<file path="src/rtl/blackjack_pkg.sv">
// Shared types, constants and hand arithmetic for the blackjack table.
// A hand is tracked as its running score plus the number of aces still counted as 11.
package blackjack_pkg;

   localparam int CARD_W   = 6;
   localparam int DECK_LEN = 16;

   localparam logic [CARD_W-1:0] DEALER_STAND = 6'd17;
   localparam logic [CARD_W-1:0] BLACKJACK    = 6'd21;
   localparam logic [CARD_W-1:0] ACE          = 6'd11;

   localparam logic [DECK_LEN*CARD_W-1:0] DEFAULT_DECK = {
      6'd7, 6'd10, 6'd10, 6'd8, 6'd4, 6'd10, 6'd2, 6'd9,
      6'd5, 6'd3,  6'd6,  6'd11, 6'd10, 6'd10, 6'd8, 6'd2
   };

   typedef enum logic [3:0] {
      BET, DEAL_DEALER, DEAL_PLAYER, PLAYER, HAND1, HAND2, WAIT_DEALER, DEALER, RESULT
   } state_t;

   typedef enum logic [1:0] {RES_LOSE, RES_WIN, RES_DRAW} result_t;

   typedef struct packed {
      logic [3:0]        aces;
      logic [CARD_W-1:0] score;
   } hand_t;

   // Two passes cover adding an ace onto a soft 21.
   function automatic hand_t add_card(input hand_t h, input logic [CARD_W-1:0] card);
      hand_t r;
      r.score = h.score + card;
      r.aces  = h.aces + {3'b000, card == ACE};
      for (int i = 0; i < 2; i++) begin
         if (r.score > BLACKJACK && r.aces != 4'd0) begin
            r.score = r.score - 6'd10;
            r.aces  = r.aces - 4'd1;
         end
      end
      return r;
   endfunction

   function automatic result_t hand_result(input logic [CARD_W-1:0] p, input logic p_bj,
                                           input logic [CARD_W-1:0] d, input logic d_bj);
      if (p > BLACKJACK) return RES_LOSE;
      if (d > BLACKJACK) return RES_WIN;
      if (p_bj && !d_bj) return RES_WIN;
      if (p > d)         return RES_WIN;
      if (p == d)        return RES_DRAW;
      return RES_LOSE;
   endfunction

endpackage

</file>
<file path="src/rtl/blackjack_card_generation.sv">
// Deck ROM with a wrapping draw pointer; the card under the pointer is always presented
// and the pointer advances on each draw strobe.
module card_generation
   import blackjack_pkg::*;
#(
   parameter logic [DECK_LEN*CARD_W-1:0] DECK = DEFAULT_DECK
) (
   input  logic              clk,
   input  logic              reset,
   input  logic              draw,
   output logic [CARD_W-1:0] card
);

   logic [CARD_W-1:0] rom [DECK_LEN];
   logic [3:0]        ptr_reg;

   // First listed entry sits in the most significant slice.
   generate
      for (genvar gi = 0; gi < DECK_LEN; gi++) begin : g_rom
         assign rom[gi] = DECK[(DECK_LEN-1-gi)*CARD_W +: CARD_W];
      end
   endgenerate

   always_ff @(posedge clk) begin
      if (reset) begin
         ptr_reg <= 4'd0;
      end else if (draw) begin
         ptr_reg <= ptr_reg + 4'd1;
      end
   end

   assign card = rom[ptr_reg];

endmodule

</file>
<file path="src/rtl/blackjack_top.sv">
// Blackjack round controller: betting, dealing, player actions incl. double and split,
// dealer play and coin settlement.
module blackjack_top
   import blackjack_pkg::*;
#(
   parameter logic [DECK_LEN*CARD_W-1:0] DECK      = DEFAULT_DECK,
   parameter int                         INIT_COIN = 10
) (
   input  logic              clk,
   input  logic              reset,
   input  logic              next,
   input  logic              hit,
   input  logic              stand,
   input  logic              double,
   input  logic              split,
   input  logic              bet_8,
   input  logic              bet_4,
   input  logic              bet_2,
   input  logic              bet_1,
   output logic [CARD_W-1:0] player_current_score,
   output logic [CARD_W-1:0] player_new_card,
   output logic [CARD_W-1:0] player_current_score_split,
   output logic [CARD_W-1:0] player_new_card_split,
   output logic [CARD_W-1:0] dealer_current_score,
   output logic [4:0]        current_coin,
   output logic              can_split,
   output logic              Win,
   output logic              Lose,
   output logic              Draw
);

   state_t state_reg, state_next;

   logic [4:0] btn, btn_reg, btn_edge;
   logic       next_e, stand_e, double_e, split_e, hit_e;

   logic [4:0]        bet_reg, bet_next, coin_reg, coin_next, coin_settled;
   hand_t             p_hand_reg, p_hand_next, s_hand_reg, s_hand_next, d_hand_reg, d_hand_next;
   logic [CARD_W-1:0] p_card_reg, p_card_next, s_card_reg, s_card_next, card1_reg, card1_next;
   logic [3:0]        p_cnt_reg, p_cnt_next, d_cnt_reg, d_cnt_next;
   logic [1:0]        deal_cnt_reg, deal_cnt_next;
   logic              split_reg, split_next, h1_bust_reg, h1_bust_next, settled_reg, settled_next;

   logic              draw;
   logic [CARD_W-1:0] card;
   hand_t             p_add, s_add, d_add, split_base, h1_split;
   logic [4:0]        bet_in;
   logic [5:0]        bet_dbl;
   logic              double_ok, player_bj, dealer_bj;
   result_t           res1, res2;

   card_generation #(.DECK(DECK)) u_cards (
      .clk   (clk),
      .reset (reset),
      .draw  (draw),
      .card  (card)
   );

   assign btn      = {next, stand, double, split, hit};
   assign btn_edge = btn & ~btn_reg;
   assign {next_e, stand_e, double_e, split_e, hit_e} = btn_edge;

   assign bet_in    = {1'b0, bet_8, bet_4, bet_2, bet_1};
   assign bet_dbl   = {bet_reg, 1'b0};
   assign double_ok = (p_cnt_reg == 4'd2) && (bet_dbl <= {1'b0, coin_reg});
   assign can_split = (state_reg == PLAYER) && double_ok && (card1_reg == p_card_reg);

   assign p_add      = add_card(p_hand_reg, card);
   assign s_add      = add_card(s_hand_reg, card);
   assign d_add      = add_card(d_hand_reg, card);
   assign split_base = '{aces: {3'b000, card1_reg == ACE}, score: card1_reg};
   assign h1_split   = add_card(split_base, card);

   assign player_bj = !split_reg && (p_cnt_reg == 4'd2) && (p_hand_reg.score == BLACKJACK);
   assign dealer_bj = (d_cnt_reg == 4'd2) && (d_hand_reg.score == BLACKJACK);
   assign res1      = hand_result(p_hand_reg.score, player_bj, d_hand_reg.score, dealer_bj);
   assign res2      = hand_result(s_hand_reg.score, 1'b0, d_hand_reg.score, dealer_bj);

   // Net delta of both hands, clamped to the 5-bit balance range.
   always_comb begin
      logic signed [7:0] bet_s, d1, d2, total;
      bet_s = $signed({3'b000, bet_reg});
      d1    = 8'sd0;
      d2    = 8'sd0;
      case (res1)
         RES_WIN:  d1 = bet_s + (player_bj ? $signed({4'b0000, bet_reg[4:1]}) : 8'sd0);
         RES_LOSE: d1 = -bet_s;
         default:  d1 = 8'sd0;
      endcase
      if (split_reg) begin
         case (res2)
            RES_WIN:  d2 = bet_s;
            RES_LOSE: d2 = -bet_s;
            default:  d2 = 8'sd0;
         endcase
      end
      total = $signed({3'b000, coin_reg}) + d1 + d2;
      if (total < 8'sd0) begin
         coin_settled = 5'd0;
      end else if (total > 8'sd31) begin
         coin_settled = 5'd31;
      end else begin
         coin_settled = total[4:0];
      end
   end

   always_comb begin
      state_next    = state_reg;
      bet_next      = bet_reg;
      coin_next     = coin_reg;
      p_hand_next   = p_hand_reg;
      s_hand_next   = s_hand_reg;
      d_hand_next   = d_hand_reg;
      p_card_next   = p_card_reg;
      s_card_next   = s_card_reg;
      card1_next    = card1_reg;
      p_cnt_next    = p_cnt_reg;
      d_cnt_next    = d_cnt_reg;
      deal_cnt_next = deal_cnt_reg;
      split_next    = split_reg;
      h1_bust_next  = h1_bust_reg;
      settled_next  = settled_reg;
      draw          = 1'b0;

      case (state_reg)
         BET: begin
            if (next_e && bet_in != 5'd0 && bet_in <= coin_reg) begin
               bet_next      = bet_in;
               deal_cnt_next = 2'd0;
               state_next    = DEAL_DEALER;
            end
         end
         DEAL_DEALER: begin
            if (deal_cnt_reg < 2'd2) begin
               draw          = 1'b1;
               d_hand_next   = d_add;
               d_cnt_next    = d_cnt_reg + 4'd1;
               deal_cnt_next = deal_cnt_reg + 2'd1;
            end else if (next_e) begin
               state_next = DEAL_PLAYER;
            end
         end
         DEAL_PLAYER: begin
            draw        = 1'b1;
            p_hand_next = p_add;
            p_card_next = card;
            p_cnt_next  = p_cnt_reg + 4'd1;
            if (p_cnt_reg == 4'd0) begin
               card1_next = card;
            end else begin
               state_next = PLAYER;
            end
         end
         PLAYER: begin
            if (player_bj) begin
               state_next = WAIT_DEALER;
            end else if (stand_e) begin
               state_next = DEALER;
            end else if (double_e && double_ok) begin
               draw        = 1'b1;
               bet_next    = bet_dbl[4:0];
               p_hand_next = p_add;
               p_card_next = card;
               p_cnt_next  = p_cnt_reg + 4'd1;
               state_next  = (p_add.score > BLACKJACK) ? RESULT : WAIT_DEALER;
            end else if (split_e && can_split) begin
               draw        = 1'b1;
               split_next  = 1'b1;
               s_hand_next = split_base;
               s_card_next = p_card_reg;
               p_hand_next = h1_split;
               p_card_next = card;
               state_next  = HAND1;
            end else if (hit_e) begin
               draw        = 1'b1;
               p_hand_next = p_add;
               p_card_next = card;
               p_cnt_next  = p_cnt_reg + 4'd1;
               if (p_add.score > BLACKJACK) begin
                  state_next = RESULT;
               end
            end
         end
         HAND1: begin
            // Leaving hand 1 deals hand 2 its second card on the same cycle.
            if ((next_e && h1_bust_reg) || (stand_e && !h1_bust_reg)) begin
               draw        = 1'b1;
               s_hand_next = s_add;
               s_card_next = card;
               state_next  = HAND2;
            end else if (hit_e && !h1_bust_reg) begin
               draw         = 1'b1;
               p_hand_next  = p_add;
               p_card_next  = card;
               h1_bust_next = (p_add.score > BLACKJACK);
            end
         end
         HAND2: begin
            if (stand_e) begin
               state_next = DEALER;
            end else if (hit_e) begin
               draw        = 1'b1;
               s_hand_next = s_add;
               s_card_next = card;
               if (s_add.score > BLACKJACK) begin
                  state_next = DEALER;
               end
            end
         end
         WAIT_DEALER: begin
            if (next_e) begin
               state_next = DEALER;
            end
         end
         DEALER: begin
            if (d_hand_reg.score < DEALER_STAND) begin
               draw        = 1'b1;
               d_hand_next = d_add;
               d_cnt_next  = d_cnt_reg + 4'd1;
            end else if (next_e) begin
               state_next = RESULT;
            end
         end
         RESULT: begin
            if (!settled_reg) begin
               coin_next    = coin_settled;
               settled_next = 1'b1;
            end
            if (next_e) begin
               bet_next      = 5'd0;
               p_hand_next   = '0;
               s_hand_next   = '0;
               d_hand_next   = '0;
               p_card_next   = '0;
               s_card_next   = '0;
               card1_next    = '0;
               p_cnt_next    = 4'd0;
               d_cnt_next    = 4'd0;
               deal_cnt_next = 2'd0;
               split_next    = 1'b0;
               h1_bust_next  = 1'b0;
               settled_next  = 1'b0;
               state_next    = BET;
            end
         end
         default: state_next = BET;
      endcase
   end

   always_ff @(posedge clk) begin
      if (reset) begin
         state_reg    <= BET;
         btn_reg      <= 5'd0;
         bet_reg      <= 5'd0;
         coin_reg     <= 5'(INIT_COIN);
         p_hand_reg   <= '0;
         s_hand_reg   <= '0;
         d_hand_reg   <= '0;
         p_card_reg   <= '0;
         s_card_reg   <= '0;
         card1_reg    <= '0;
         p_cnt_reg    <= 4'd0;
         d_cnt_reg    <= 4'd0;
         deal_cnt_reg <= 2'd0;
         split_reg    <= 1'b0;
         h1_bust_reg  <= 1'b0;
         settled_reg  <= 1'b0;
      end else begin
         state_reg    <= state_next;
         btn_reg      <= btn;
         bet_reg      <= bet_next;
         coin_reg     <= coin_next;
         p_hand_reg   <= p_hand_next;
         s_hand_reg   <= s_hand_next;
         d_hand_reg   <= d_hand_next;
         p_card_reg   <= p_card_next;
         s_card_reg   <= s_card_next;
         card1_reg    <= card1_next;
         p_cnt_reg    <= p_cnt_next;
         d_cnt_reg    <= d_cnt_next;
         deal_cnt_reg <= deal_cnt_next;
         split_reg    <= split_next;
         h1_bust_reg  <= h1_bust_next;
         settled_reg  <= settled_next;
      end
   end

   assign player_current_score       = p_hand_reg.score;
   assign player_new_card            = p_card_reg;
   assign player_current_score_split = s_hand_reg.score;
   assign player_new_card_split      = s_card_reg;
   assign dealer_current_score       = d_hand_reg.score;
   assign current_coin               = coin_reg;
   assign Win  = (state_reg == RESULT) && (res1 == RES_WIN);
   assign Lose = (state_reg == RESULT) && (res1 == RES_LOSE);
   assign Draw = (state_reg == RESULT) && (res1 == RES_DRAW);

endmodule

</file>
<file path="config.mk">
export PLATFORM = sky130hd
export DESIGN_NAME = blackjack_top
export DESIGN_NICKNAME = d
export VERILOG_FILES = /design/src/rtl/blackjack_pkg.sv /design/src/rtl/blackjack_card_generation.sv /design/src/rtl/blackjack_top.sv
export SDC_FILE = /design/constraint.sdc
export NUM_CORES = 1
export LEC_CHECK = 0
export CORE_ASPECT_RATIO = 0.7
export CORE_MARGIN = 2
export CORE_UTILIZATION = 30
export CTS_CLUSTER_SIZE = 16
export DETAILED_ROUTE_END_ITERATION = 10
export HOLD_SLACK_MARGIN = 0.08
export PLACE_DENSITY_LB_ADDON = 0.2
export SKIP_CTS_REPAIR_TIMING = 1
export SYNTH_ARGS = -nofsm -noshare
export SYNTH_HDL_FRONTEND = slang
export SYNTH_SLANG_ARGS = --single-unit
</file>
<file path="constraint.sdc">
create_clock -name clk -period 5.6 [get_ports clk]
set_clock_uncertainty 0.05 [all_clocks]
set_input_delay 1.12 -clock clk [delete_from_list [all_inputs] [get_ports clk]]
set_output_delay 1.12 -clock clk [all_outputs]
set_load 0.005 [all_outputs]
</file>
# ---- Word-level counts from Yosys, hierarchy flattened
# Memory sizes are Yosys's and may differ from the RTL's.
# Index checks and enable logic that the tools add are counted.
dict set report totals {
  ff_bits 84
  mem_bits_ro 96
  in_bits 11
  out_inout_bits 39
  wordCells 345
  memories 1
}
# memory depth width rd rd_clocked_by_memory_dff wr line_no
set memory_table {}
lappend memory_table {{(name not given)} 16 6 1 0 0 blackjack_card_generation.sv:32} ;# assign card = rom[ptr_reg];
dict set report op_classes {
  addsub 32
  magnitude_cmp 22
  eq_ne 48
  muxes 156
  bitwise_logic 4
  reduce_logical 62
}
# operator n
set ops {}
lappend ops {{two-way mux 10 bit} 25}
lappend ops {{two-way mux 4 bit} 27}
lappend ops {{two-way mux 6 bit} 17}
lappend ops {{one-hot mux 10 bit (4 select lines)} 2}
lappend ops {{greater-than comparator 6 x 5 -> 1 bit (second input constant)} 13}
lappend ops {{one-hot mux 6 bit (4 select lines)} 2}
lappend ops {{subtractor 6 x 4 -> 6 bit (second input constant)} 8}
lappend ops {{two-way mux 1 bit} 42}
lappend ops {{two-way mux 2 bit} 21}
lappend ops {{nonzero test 4 bit} 10}
lappend ops {{inequality test 2 bit (second input constant)} 19}
lappend ops {{one-hot mux 4 bit (9 select lines)} 1}
lappend ops {{two-way mux 5 bit} 7}
lappend ops {{one-hot mux 8 bit (2 select lines)} 2}
lappend ops {{one-hot mux 10 bit (3 select lines)} 1}
lappend ops {{subtractor 4 x 1 -> 4 bit (second input constant)} 7}
lappend ops {{logical AND 1 bit} 25}
lappend ops {{adder 6 bit} 4}
lappend ops {{one-hot mux 4 bit (3 select lines)} 2}
lappend ops {{equality test 6 bit} 3}
lappend ops {{AND reduction 6 bit} 3}
lappend ops {{equality test 4 x 2 -> 1 bit (second input constant)} 4}
lappend ops {{equality test 4 x 3 -> 1 bit (second input constant)} 4}
lappend ops {{one-hot mux 5 bit (3 select lines)} 1}
lappend ops {{51 further kinds} 74}

# ---- Logic depth before layout (Yosys ltp)
dict set report depth {
  ltp_word 26
  ltp_mapped 25
  depth_no_buf 25
}

# ---- Cells and area by module
# Synthesis repeated with hierarchy kept, for this count alone.
dict set report unflattened {
  cells_unflattened 1135
  area_unflattened_um2 8819.7
}
# module n_inst cells_each area_per_inst_um2 seq_area_each_um2
set modules_own_cells {}
lappend modules_own_cells {blackjack_top 1 1099 8474.4 1601.5}
lappend modules_own_cells {card_generation 1 36 345.3 80.1}

# ---- Worst setup path before layout
# Ideal clock, no wire load.
dict set report synth_timing {
  path_type {register to register}
  start {register u_cards.ptr_reg[0]}
  end {register state_reg[0]}
  setup_time_ns 0.121
  t_arrival_ns 5.126
  t_required_ns 5.429
  path_slack_ns 0.303
  path_stages_with_launch 24
  path_buffers 0
  period_less_slack_ns 5.297
  path_cell_list {dfxtp_1 > inv_1 > ha_1 > inv_1 > mux4_2 > nor2_1 > nand3_1 > inv_1 > ha_1 > ha_1 > inv_1 > ha_1 > or4b_1 > o31ai_2 > a21oi_2 > mux2_2 > ha_1 > a2111oi_0 > nand4b_1 > o22a_1 > a21boi_2 > o221ai_2 > nand3_4 > mux2_4}
}
dict set report synth_via {
  elab_chain_len 15
  word_cells_on_any_way 36
  cone_classes {add/sub: 10; order compare: 6; eq/ne: 3; mux: 6; bitwise: 1; reduce/logical: 9; memory: 1}
}
# item line_no
set synth_rtl {}
lappend synth_rtl {{from (decl)} blackjack_card_generation.sv:15} ;# logic [3:0] ptr_reg;
lappend synth_rtl {{from (signal assigned)} blackjack_card_generation.sv:28} ;# ptr_reg <= ptr_reg + 4'd1;
lappend synth_rtl {{NOT 4 -> 5 bit (implied by the code) *} blackjack_card_generation.sv:32}
lappend synth_rtl {{memory (16 x 6 bit) *} -}
lappend synth_rtl {{two-way mux 6 bit (implied by the code) * (2 in a row)} blackjack_card_generation.sv:32}
lappend synth_rtl {{branches (longest 10 deep; another with adder 6 bit)} -}
lappend synth_rtl {{AND reduction 13 bit (no line) *} -}
lappend synth_rtl {{to (signal assigned)} blackjack_top.sv:269} ;# state_reg <= state_next;
lappend synth_rtl {{to (decl)} blackjack_top.sv:32} ;# state_t state_reg, state_next;
# Every way passes the cells marked *. The select of a mux whose other input is x is not followed.
# A chain may end at the register's enable or synchronous reset.

# ---- Worst setup path after layout
# Ends and elaborated chain as after synthesis.

==> run metrics <==
status=finished clean; Vias=7776; largest net degree at the start of global routing=39; Top Usage Layer GRT=met1; hold path depth=2; Total GRT Usage=between 15 and 20%; initial cell density of the core=a little under a third; IO buf count=45; CORE AREA=27800 um2; Slowest cell on crit path=fa_2; met3 Usage GRT=2.25%; # DRC=0; hold_sp=settled_reg; clock slew at reported path FFs=0.07 ns; gpl congestion=0.840; EDFF count, synth=0; TritonCTS clock tree=built; worst r2r dst=state_reg[0]; global routing met1 resource utilization=between 20 and 30%; Slew Limit Headroom=28.3%; period utilization=about 95%; Worst EP arrival=5.49 ns; Worst Setup End Kind=flop; antenna violations before repair=0; cell chain of the critical path=inv_1, ha_1, inv_1, mux4_2, clkinvlp_4, fa_2, nand2_1, a21oi_1, o311ai_4, a21oi_2, mux2_2, ha_1, a2111oi_0, nand4b_1, o22a_1, a21boi_2, o221ai_2, nand3_4, mux2_4; Tightest Pin Transition=1.07 ns; Post-synth top flop=dfxtp_1; register bit total from synthesis=78; max-cap violation count=0; maximum vdd drop=0.167 mV; Hold WS=0.399 ns; yosys warns=0; 1st-iter DRT viols=632; post-layout util=about a third; dominant cell type by area after synthesis=dfxtp_1; CP required=5.79 ns; grt total ovfl=0; Setup Slack @ Placement=0.0605 ns; CP startpoint kind=flop; Hold EP=settled_reg; worst path bufs/invs=3; Tmin final=5.30 ns; final setup fails=0; Reg2Reg Launch Point=u_cards.ptr_reg[0]; synth top area cells=dfxtp_1 18%, ha_1 12%, nor2_1 5.0%; Yosys cell types=104; final WL=~26 mm; Power Dens Cells=507 nW/um2; Worst path max stage delay=about 0.7 ns; post-synthesis compound-gate area fraction=24.8%; vias in the first global route=slightly above 7000; post-DP HPWL=20.4 mm; Layout Nets=about 1200; crit-path leading delay family=compound AO/OA/AOI/OAI gates; share of the synthesized area in the top cell type=a little under a fifth; die area=29600 um2; CTS buffer count=9; FF-to-FF setup slack=0.30 ns; dpl cells=1458; wire per inst=17.4 um; GR met2 Demand/Resource=25.1%; HP Class=reg -> reg; synthesis-to-finish area growth=14.6%; Non-Filler Instances=1478; CTS sink cnt=78; diodes inserted=0; Synth Area in Simple Gates=22.3%; Core Rows=a little over 50; largest family of logic cells by synthesized area=compound AO/OA/AOI/OAI gates; Final ANT Viol Nets=0; fin worst setup slack=approximately 0.3 ns; Seq/Total Area, Yosys=18.5%; clk root buf=clkbuf_16; IO Pins=50; P_leak=0.00385 uW; Post-synth ARST share=0%; critical setup path kind=reg -> reg; Mapped Cells=1059; Die H=144 um; post-synthesis mux area share=between 4 and 5%; Synth Cell Area=8450 um2; R2R cell count=19; f_max=189 MHz; vias per cell=5.26; ratio of cells with drive above 1 in the final layout=12.2%; deepest clock path buffer count=2; Die Wd=205 um; First-pass DRT Iterations=5; final hold vios=0; Slew Viols, Final=0; first-pass GRT wire length=41.0 mm; clock latency on the worst-skew pair=0.35 ns; Max FO, Critical Path=8; post-synthesis xor/xnor area fraction=about 7.6%; synthesized area per cell=7.98 um2; H-tree levels=3; adder-cell share of the synthesized area=15.3%
[per-stage QoR]
step	total power (uW)	cell area [um2]	setup TNS, ns
6_report	4910	9690	0
5_1_grt	5370	9690	-0.0215
4_1_cts	4860	9610	0
3_5_place_dp	4260	9330	0
3_3_place_gp	4260	9330	0
2_1_floorplan	3350	8470	0
[cell usage in the layout (no fill, tap or decap), types with 13 or more instances in the layout]
| master | count |
|---|---|
| nand3_1 | 34 |
| xnor2_1 | 34 |
| clkdlybuf4s50_1 | 44 |
| nor2b_1 | 28 |
| a211oi_1 | 19 |
| a21oi_1 | 58 |
| o21ai_0 | 46 |
| dfxtp_1 | 76 |
| a311oi_1 | 13 |
| inv_1 | 63 |
| a22oi_1 | 20 |
| nor3_1 | 28 |
| xor2_1 | 33 |
| buf_4 | 48 |
| a21o_1 | 22 |
| mux2i_1 | 19 |
| nand2b_1 | 14 |
| nor2_1 | 113 |
| ha_1 | 82 |
| nand2_1 | 64 |
[cells by family after synthesis]
family	after synthesis
buffers and inverters	129
xor gates and xnor gates	71
other	1
adders and majority gates	96
AOI/OAI and AO/OA	285
DFF	78
muxes	31
and+or+nand+nor	368
[final cells by class]
| cell class | count | area (um2) |
|---|---|---|
| fillers | 2930 | 18100 |
| multi-input cells | 855 | 6320 |
| flip-flops and latches | 78 | 1570 |
| repair buffers | 93 | 806 |
| well taps | 371 | 464 |
| inverters | 65 | 248 |
| clock buffers | 9 | 225 |
| clock inverters | 7 | 56.3 |
[worst register-to-register path, stage by stage, from the launching register on]
cell and delay (ns):
dfxtp_4 0.39, inv_1 0.08, ha_1 0.31, inv_1 0.06, mux4_2 0.32, clkinvlp_4 0.28
fa_2 0.72, nand2_1 0.07, a21oi_1 0.34, o311ai_4 0.17, a21oi_2 0.30, mux2_2 0.39
ha_1 0.34, a2111oi_0 0.32, nand4b_1 0.16, o22a_1 0.15, a21boi_2 0.08, o221ai_2 0.23
nand3_4 0.14, mux2_4 0.31
[synthesized netlist by cell type (27+ instances only)]
master and instances:
nor2b_1 28, nand2_1 64, xor2_1 33, nand3_1 35
nor3_1 28, ha_1 84, nor2_1 113, inv_1 65
a21oi_1 58, dfxtp_1 78, o21ai_0 47, clkbuf_1 27
xnor2_1 35
[power breakdown]
part           internal (uW)  switching, uW  total, uW
Combinational           1490           2070       3560
Clock                    305            273        578
Sequential               638            132        770
[worst max-delay path by stage]
stage,startpoint,to,slack [ns],cells past startpoint
6_report,u_cards.ptr_reg[0],state_reg[0],0.30,19
3_3_place_gp,u_cards.ptr_reg[0],state_reg[0],0.19,19
4_1_cts,u_cards.ptr_reg[0],state_reg[0],0.03,26
3_5_place_dp,u_cards.ptr_reg[0],state_reg[0],0.06,26
5_1_grt,u_cards.ptr_reg[0],state_reg[0],-0.02,19
2_1_floorplan,u_cards.ptr_reg[0],state_reg[0],0.30,23
[metal layers]
| metal | vias up | share of wire (%) |
|---|---|---|
| li1 | 3903 | - |
| met1 | 3687 | 54 |
| met2 | 165 | 40 |
| met3 | 21 | 3.9 |
| met4 | 0 | 1.6 |
| met5 | - | 0 |
Power figures use the tool's default switching activity.
